**config.mk**
```make
export PLATFORM = sky130hd
export DESIGN_NAME = capture_7_seg
export DESIGN_NICKNAME = d
export VERILOG_FILES = /design/src/rtl/seg7_pkg.sv /design/src/rtl/seg_to_hex.sv /design/src/rtl/capture_7_seg.sv
export SDC_FILE = /design/constraint.sdc
export NUM_CORES = 1
export LEC_CHECK = 0
export ABC_AREA = 1
export CAP_MARGIN = 20
export CORE_UTILIZATION = 60
export CTS_BUF_LIST = sky130_fd_sc_hd__clkbuf_2
export CTS_CLUSTER_DIAMETER = 200
export CTS_CLUSTER_SIZE = 20
export DETAILED_ROUTE_END_ITERATION = 6
export PLACE_DENSITY = 0.81
export SLEW_MARGIN = 20
export SYNTH_ARGS = -nofsm -noshare
export SYNTH_HDL_FRONTEND = slang
export SYNTH_SLANG_ARGS = --single-unit
export TNS_END_PERCENT = 10
```
**constraint.sdc**
```tcl
create_clock -name CLK -period 2.5 [get_ports CLK]
set_clock_uncertainty 0.05 [all_clocks]
set_input_delay 0.5 -clock CLK [delete_from_list [all_inputs] [get_ports CLK]]
set_output_delay 0.5 -clock CLK [all_outputs]
set_load 0.005 [all_outputs]
```
**src/rtl/seg7_pkg.sv**
```systemverilog
// seg7_pkg: segment indices, active-low hex patterns and digit selects for the multiplexed 7-seg display
package seg7_pkg;
    localparam int SEG_A  = 0;
    localparam int SEG_G  = 6;
    localparam int SEG_DP = 7;
    localparam logic [6:0] BLANK = 7'h7F;
    localparam logic [15:0][6:0] HEX_PAT = '{
        7'h0E, 7'h06, 7'h21, 7'h46, 7'h03, 7'h08, 7'h10, 7'h00,
        7'h78, 7'h02, 7'h12, 7'h19, 7'h30, 7'h24, 7'h79, 7'h40
    };
    localparam logic [3:0] DIG_UNITS     = 4'b1110;
    localparam logic [3:0] DIG_TENS      = 4'b1101;
    localparam logic [3:0] DIG_HUNDREDS  = 4'b1011;
    localparam logic [3:0] DIG_THOUSANDS = 4'b0111;
endpackage

```
**src/rtl/seg_to_hex.sv**
```systemverilog
// seg_to_hex: reverse-decodes an active-low gfedcba pattern to a hex nibble
module seg_to_hex
    import seg7_pkg::*;
(
    input  logic [6:0] pat,
    output logic [3:0] nib,
    output logic       ok
);
    always_comb begin
        nib = '0;
        ok  = 1'b0;
        for (int i = 0; i < 16; i++) begin
            if (pat == HEX_PAT[i]) begin
                nib = 4'(i);
                ok  = 1'b1;
            end
        end
    end
endmodule

```
**src/rtl/capture_7_seg.sv**
```systemverilog
// capture_7_seg: samples scanned SEG/DIGIT pins, debounces each digit strobe,
// decodes it and publishes complete four-digit frames.
module capture_7_seg
    import seg7_pkg::*;
#(
    parameter int SETTLE_CYCLES  = 16,
    parameter int TIMEOUT_CYCLES = 200000
) (
    input  logic       CLK,
    input  logic       RST_N,
    input  logic [7:0] SEG,
    input  logic [3:0] DIGIT,
    output logic [3:0] units,
    output logic [3:0] tens,
    output logic [3:0] hundreds,
    output logic [3:0] thousands,
    output logic [3:0] DP,
    output logic       FRAME_VALID,
    output logic       DECODE_ERR,
    output logic       STALE
);
    localparam logic [7:0]  SETTLE_MAX = 8'(SETTLE_CYCLES);
    localparam logic [7:0]  SETTLE_ACC = 8'(SETTLE_CYCLES - 1);
    localparam logic [23:0] TMO        = 24'(TIMEOUT_CYCLES);
    logic [7:0]       seg_m, seg_s, seg_p;
    logic [3:0]       dig_m, dig_s, dig_p;
    logic [7:0]       stab;
    logic [23:0]      tcnt;
    logic [3:0][3:0]  stage;
    logic [3:0]       stage_dp, seen, seen_base;
    logic             err_p, err_base;
    logic [1:0]       sel;
    logic [3:0]       nib;
    logic             hex_ok, dig_ok, vacc, pub, tmo_hit;

    seg_to_hex u_dec (.pat(seg_p[SEG_G:SEG_A]), .nib(nib), .ok(hex_ok));

    always_comb begin
        sel       = dig_p == DIG_UNITS ? 2'd0 : dig_p == DIG_TENS ? 2'd1 :
                    dig_p == DIG_HUNDREDS ? 2'd2 : 2'd3;
        dig_ok    = dig_p inside {DIG_UNITS, DIG_TENS, DIG_HUNDREDS, DIG_THOUSANDS};
        vacc      = stab == SETTLE_ACC && dig_ok;
        pub       = seen == 4'hF;
        tmo_hit   = !vacc && tcnt == TMO - 24'd1;
        seen_base = pub ? 4'h0 : seen;
        err_base  = pub ? 1'b0 : err_p;
    end

    always_ff @(posedge CLK or negedge RST_N) begin
        if (!RST_N) begin
            seg_m       <= {1'b1, BLANK};
            seg_s       <= {1'b1, BLANK};
            seg_p       <= {1'b1, BLANK};
            dig_m       <= '1;
            dig_s       <= '1;
            dig_p       <= '1;
            stab        <= '0;
            tcnt        <= '0;
            stage       <= '0;
            stage_dp    <= '0;
            seen        <= '0;
            err_p       <= 1'b0;
            {thousands, hundreds, tens, units} <= '0;
            DP          <= '0;
            FRAME_VALID <= 1'b0;
            DECODE_ERR  <= 1'b0;
            STALE       <= 1'b0;
        end else begin
            seg_m       <= SEG;
            seg_s       <= seg_m;
            seg_p       <= seg_s;
            dig_m       <= DIGIT;
            dig_s       <= dig_m;
            dig_p       <= dig_s;
            stab        <= {seg_s, dig_s} != {seg_p, dig_p} ? 8'd0 :
                           stab == SETTLE_MAX ? stab : stab + 8'd1;
            FRAME_VALID <= pub;
            if (pub) begin
                {thousands, hundreds, tens, units} <= stage;
                DP         <= stage_dp;
                DECODE_ERR <= err_p;
            end
            // A valid accept beats a timeout landing in the same cycle
            if (vacc) begin
                stage[sel]    <= hex_ok ? nib : 4'd0;
                stage_dp[sel] <= ~seg_p[SEG_DP];
                tcnt          <= '0;
                STALE         <= 1'b0;
            end else if (tcnt != TMO) begin
                tcnt <= tcnt + 24'd1;
                if (tmo_hit) STALE <= 1'b1;
            end
            seen  <= vacc ? seen_base | (4'b1 << sel) : tmo_hit ? 4'h0 : seen_base;
            err_p <= vacc ? err_base | ~hex_ok : tmo_hit ? 1'b0 : err_base;
        end
    end
endmodule

```
Yosys cells after proc, flatten, opt, wreduce, memory -nomap -nowiden

Cells that the tools add are included.

Reductions and logical operators: 9
Bitwise gates (word level): 4
Muxes and demuxes: 54
Order comparisons: 2
$add $sub $neg: 2
Shifts and indexed selects: 1
Equal/unequal tests: 26

Operators by type and width:

| operator                | count |
|---|---|
| $mux W4                 | 13 |
| $mux W24                | 2 |
| $eq A7 B7 Y1 const B    | 4 |
| $mux W1                 | 25 |
| $add A24 B1 Y24 const B | 1 |
| $eq A24 B18 Y1 const B  | 1 |
| $ne A24 B18 Y1 const B  | 1 |
| $eq A7 B5 Y1 const B    | 3 |
| $eq A7 B6 Y1 const B    | 3 |
| $bwmux W16              | 1 |
| $eq A4 B4 Y1 const B    | 4 |
| $mux W8                 | 2 |
| $eq A7 B2 Y1 const B    | 2 |
| $eq A7 B4 Y1 const B    | 2 |
| $mux W3                 | 4 |
| $ne A12 B12 Y1          | 1 |
| $add A8 B1 Y8 const B   | 1 |
| $demux W4 S2            | 1 |
| $eq A8 B4 Y1 const B    | 1 |
| $eq A8 B5 Y1 const B    | 1 |
| $mux W2                 | 4 |
| $eq A7 B3 Y1 const B    | 1 |
| $logic_not A7 Y1        | 1 |
| $bwmux W4               | 1 |
| other kinds (14)        | 18 |

Register bits: 116
Input port bits: 14
Output and inout port bits: 23

Depth between registers and ports, before layout

Word-level depth: 20
Mapped depth: 10

Cells and area by module

Synthesis repeated with hierarchy kept, for this count alone.

Cell total of the unflattened synthesis: 687
Area, all modules: 5502.8 µm²

By module, submodules not included:

| module        | seq. area each (µm²) | cells an instance | instances | area each (µm²) |
|---|---|---|---|---|
| capture_7_seg | 2947.8               | 622               | 1         | 5190.0 |
| seg_to_hex    | 0.0                  | 65                | 1         | 312.8 |

Least setup slack after synthesis

OpenSTA, ideal clock, no wires.

Kind: register to register
From: reg dig_p[3]
To: reg tcnt[0]
Data arrival time: 1.379 ns
Setup slack: 0.954 ns
Library setup time: 0.117 ns
Clock period less this slack: 1.546 ns
Required time: 2.333 ns
Stages on the path, launching flop included: 10
Cell sequence: dfstp_2 > inv_1 > nor2_2 > nand2_1 > nand2_1 > nor2_2 > a21o_2 > buf_4 > nand3_1 > nand2_1

Word-level cells in the longest chain between the ends: 4

Ends and longest elaborated chain:

| element                                               | RTL line            | text |
|---|---|---|
| start, declared                                       | capture_7_seg.sv:26 | `logic [3:0] dig_m, dig_s, dig_p;` |
| start signal, assigned                                | capture_7_seg.sv:74 | `dig_p <= dig_s;` |
| $eq A4 B4 Y1 / $eq A4 B3 Y1 (equally long branches)   | capture_7_seg.sv:41 | `dig_ok = dig_p inside {DIG_UNITS, DIG_TENS, DIG_HUNDREDS, DIG_THOUSANDS};` |
| $reduce_bool A4 Y1 (*)                                | capture_7_seg.sv:41 |  |
| $logic_and A1 B1 Y1 (*)                               | capture_7_seg.sv:42 | `vacc = stab == SETTLE_ACC && dig_ok;` |
| $mux W24 / $reduce_bool A2 Y1 (equally long branches) | n/a                 |  |
| end signal, assigned                                  | capture_7_seg.sv:90 | `tcnt <= tcnt + 24'd1;` |
| end, declared                                         | capture_7_seg.sv:28 | `logic [23:0] tcnt;` |

Every way passes the cells marked *; elsewhere a longest branch is shown, timed or not.
A chain may end at the register's enable or synchronous reset.

Worst setup path after layout

From: reg hundreds[3]
To: out hundreds[3]

RTL lines:

| element                | RTL line            | text |
|---|---|---|
| start, declared        | capture_7_seg.sv:15 | `output logic [3:0] hundreds,` |
| start signal, assigned | capture_7_seg.sv:79 | `{thousands, hundreds, tens, units} <= stage;` |

No word-level cell between the ends.

==> metrics.txt <==
pre-CTS setup slack=675 ps; Yosys reg bits=116; commonest non-fill, non-tap cell in the layout=nand2_1; sw frac=0.250; switching pwr=0.000810 W; detailed placer's ending HPWL=7.42 mm; Max Slew Vio Count=0; post-synthesis cell type count=35; minimum clock period=2100 ps; layout cells sized above 1=0.143; CP required=1950 ps; P&R area growth vs syn=14.8%; antenna cells=0; drt drc=0; Post-DRT Antenna Nets=0; routed len/inst=14.1 µm; vias after detailed routing=3970; largest stage delay on the critical path=510 ps; Die H=93.3 µm; total negative slack=0 ps; WL final=10.2 mm; Mapped Area=0.00500 mm²; status=completed; core area=0.00789 mm²; design area=0.00574 mm²; Critical Path End Type=primary output; # IOs=37; combinational power share=0.036; Placed Instance Area=0.00550 mm²; critical-path cell list=clkdlybuf4s50_1; internal power=0.00243 W; largest net degree at the start of global routing=56; sequential power share=0.605; most frequent cells in the layout=nand2_1, dfrtp_1, nor2_1; Arr. time, crit path=1550 ps; GRT Residual Overflow=0; Hold Fails Final Rpt=0; vias per cell=5.48; CP Max Fanout=2; Post-Synthesis Net Count=574; Pre-Repair DR Iteration Count=7; Pleak=2.71 nW; Clock Power Share=0.359; 1st-iter DRT viols=231; # port buffers=36; Mapped Cells=556; Die ar.=0.00870 mm²; syn avg cell area=8.99 µm²; critical path class=flip-flop to primary output; Setup Buffers After CTS=0; site row count=32; Hold Path Class=input pin to flip-flop; die width=93.3 µm; yosys warns=0; async set-reset flop share out of synthesis=1.00; RSZ-0062 raised after global routing=false; first-pass GRT wire length=17.6 mm; ys flop type=dfrtp_1; number of synthesized flops with an enable pin=0; post-layout power=0.00324 W; fin crit share=0.842; CTS clock-pin slew for the worst setup and hold paths=200 ps; Max clock buf depth=2; initial antenna violation count=0; post-layout util=0.728; TritonCTS clock tree=yes; Final Wtd Congestion=0.870; final setup vio count=0; clk sinks=116; WP buf/inv=1; Initial Util=0.634; post-route setup slack=396 ps; CP Launch Type=flip-flop; max_cap viols=0; Fmax=475 MHz; Slew HR=0.646; clk root buf=clkbuf_2; sequential share of the synthesized area=0.590; final-stage net count=628; Top delay family on crit path=buffers and inverters; pwr dens=564 mW/mm²; Worst-Margin Slew=528 ps; VDD IR max=0.000419 V; clk_lat worst skew=630 ps; vias in the first global route=3922; Inserted Clock Buffers=17; Total GRT Usage=0.266; crit path max-delay cell type=clkdlybuf4s50_1; H-tree Lvls=4
[metal layers]
layer,vias up,global-route usage,wire (µm)
li1,1904,-,-
met1,1930,0.329,4450
met2,121,0.455,5200
met3,15,0.0667,475
met4,0,0.0974,107
met5,-,0,0
[Yosys cell counts, types with 2 or more instances]
cell / number / area share
o21ai_1: 4 / 0.0040
nor3b_1: 3 / 0.0045
nor4_1: 3 / 0.0038
nand3b_1: 2 / 0.0030
nor2_2: 3 / 0.0038
dfrtp_1: 80 / 0.40
nand2_1: 150 / 0.11
nor3_2: 3 / 0.0060
nand3_1: 27 / 0.027
inv_1: 58 / 0.044
xor2_1: 10 / 0.018
nor3_1: 18 / 0.018
a31oi_1: 3 / 0.0038
clkbuf_1: 4 / 0.0030
nand4_1: 18 / 0.023
xnor2_1: 6 / 0.011
o21ai_0: 31 / 0.031
buf_2: 2 / 0.0020
a21oi_1: 15 / 0.015
dfstp_2: 36 / 0.19
nor2_1: 60 / 0.045
or2_2: 2 / 0.0025
inv_2: 3 / 0.0023
ha_1: 4 / 0.010
[flip-flops by register name, indices dropped and copies added, names as in the netlist, 8 cells and up]
register,flops
seg_m,8
seg_p,8
seg_s,8
stab,8
stage,16
tcnt,24
[area by class of cell]
cell class | count | area (µm²)
Fill cell | 585 | 2150
Multi-Input combinational cell | 371 | 1790
Clock buffer | 18 | 90.1
Inverter | 62 | 233
Sequential cell | 116 | 2950
Timing Repair Buffer | 42 | 418
Clock inverter | 14 | 139
Tap cell | 102 | 128
[cell families (layout without fill, tap and decap cells)]
kind of cell / Yosys count / in the layout / synth area share
flops: 116 / 116 / 0.590
simple gates: 293 / 293 / 0.256
buf+inv: 69 / 136 / 0.0531
fa+ha+maj: 4 / 4 / 0.0100
xor+xnor: 16 / 16 / 0.0280
compound gates: 58 / 58 / 0.0638
[what timing repair did]
item / in CTS / in global routing
setup endpoints to repair: 0 / 0
resized for setup: 0 / 0
hold buffers: 1 / 0
endpoints found under the hold margin: 32 / 0
[through the flow]
step | hold WS (ps) | instances
finish | 199 | 725
global route | 107 | 725
CTS | 134 | 725
global placement | 296 | 692
floorplan | 154 | 556
detailed placement | 297 | 692
[power groups by stage]
stage | Sequential, W | Clock, W | Combinational, W
6_report | 0.00196 | 0.00116 | 0.000116
5_1_grt | 0.00196 | 0.00127 | 0.000132
4_1_cts | 0.00196 | 0.00120 | 0.000119
3_5_place_dp | 0.00199 | 0 | 0.000117
3_3_place_gp | 0.00199 | 0 | 0.000114
2_1_floorplan | 0.00198 | 0 | 0.0000450
[path summary, 6_finish.rpt]
check                       startpoint     endpoint  slack [ps]  depth (start not counted)
setup / recovery           hundreds[3]  hundreds[3]         400                          1
hold / removal                  SEG[0]     seg_m[0]         200                          1
setup reg to reg               tcnt[1]      seen[3]         600                          8
hold reg to reg               dig_m[2]     dig_s[2]         310                          0
max in group asynchronous        RST_N     seg_p[5]        1420                          3
min in group asynchronous        RST_N      tens[2]         260                          2
Power figures use the tool's default switching activity.
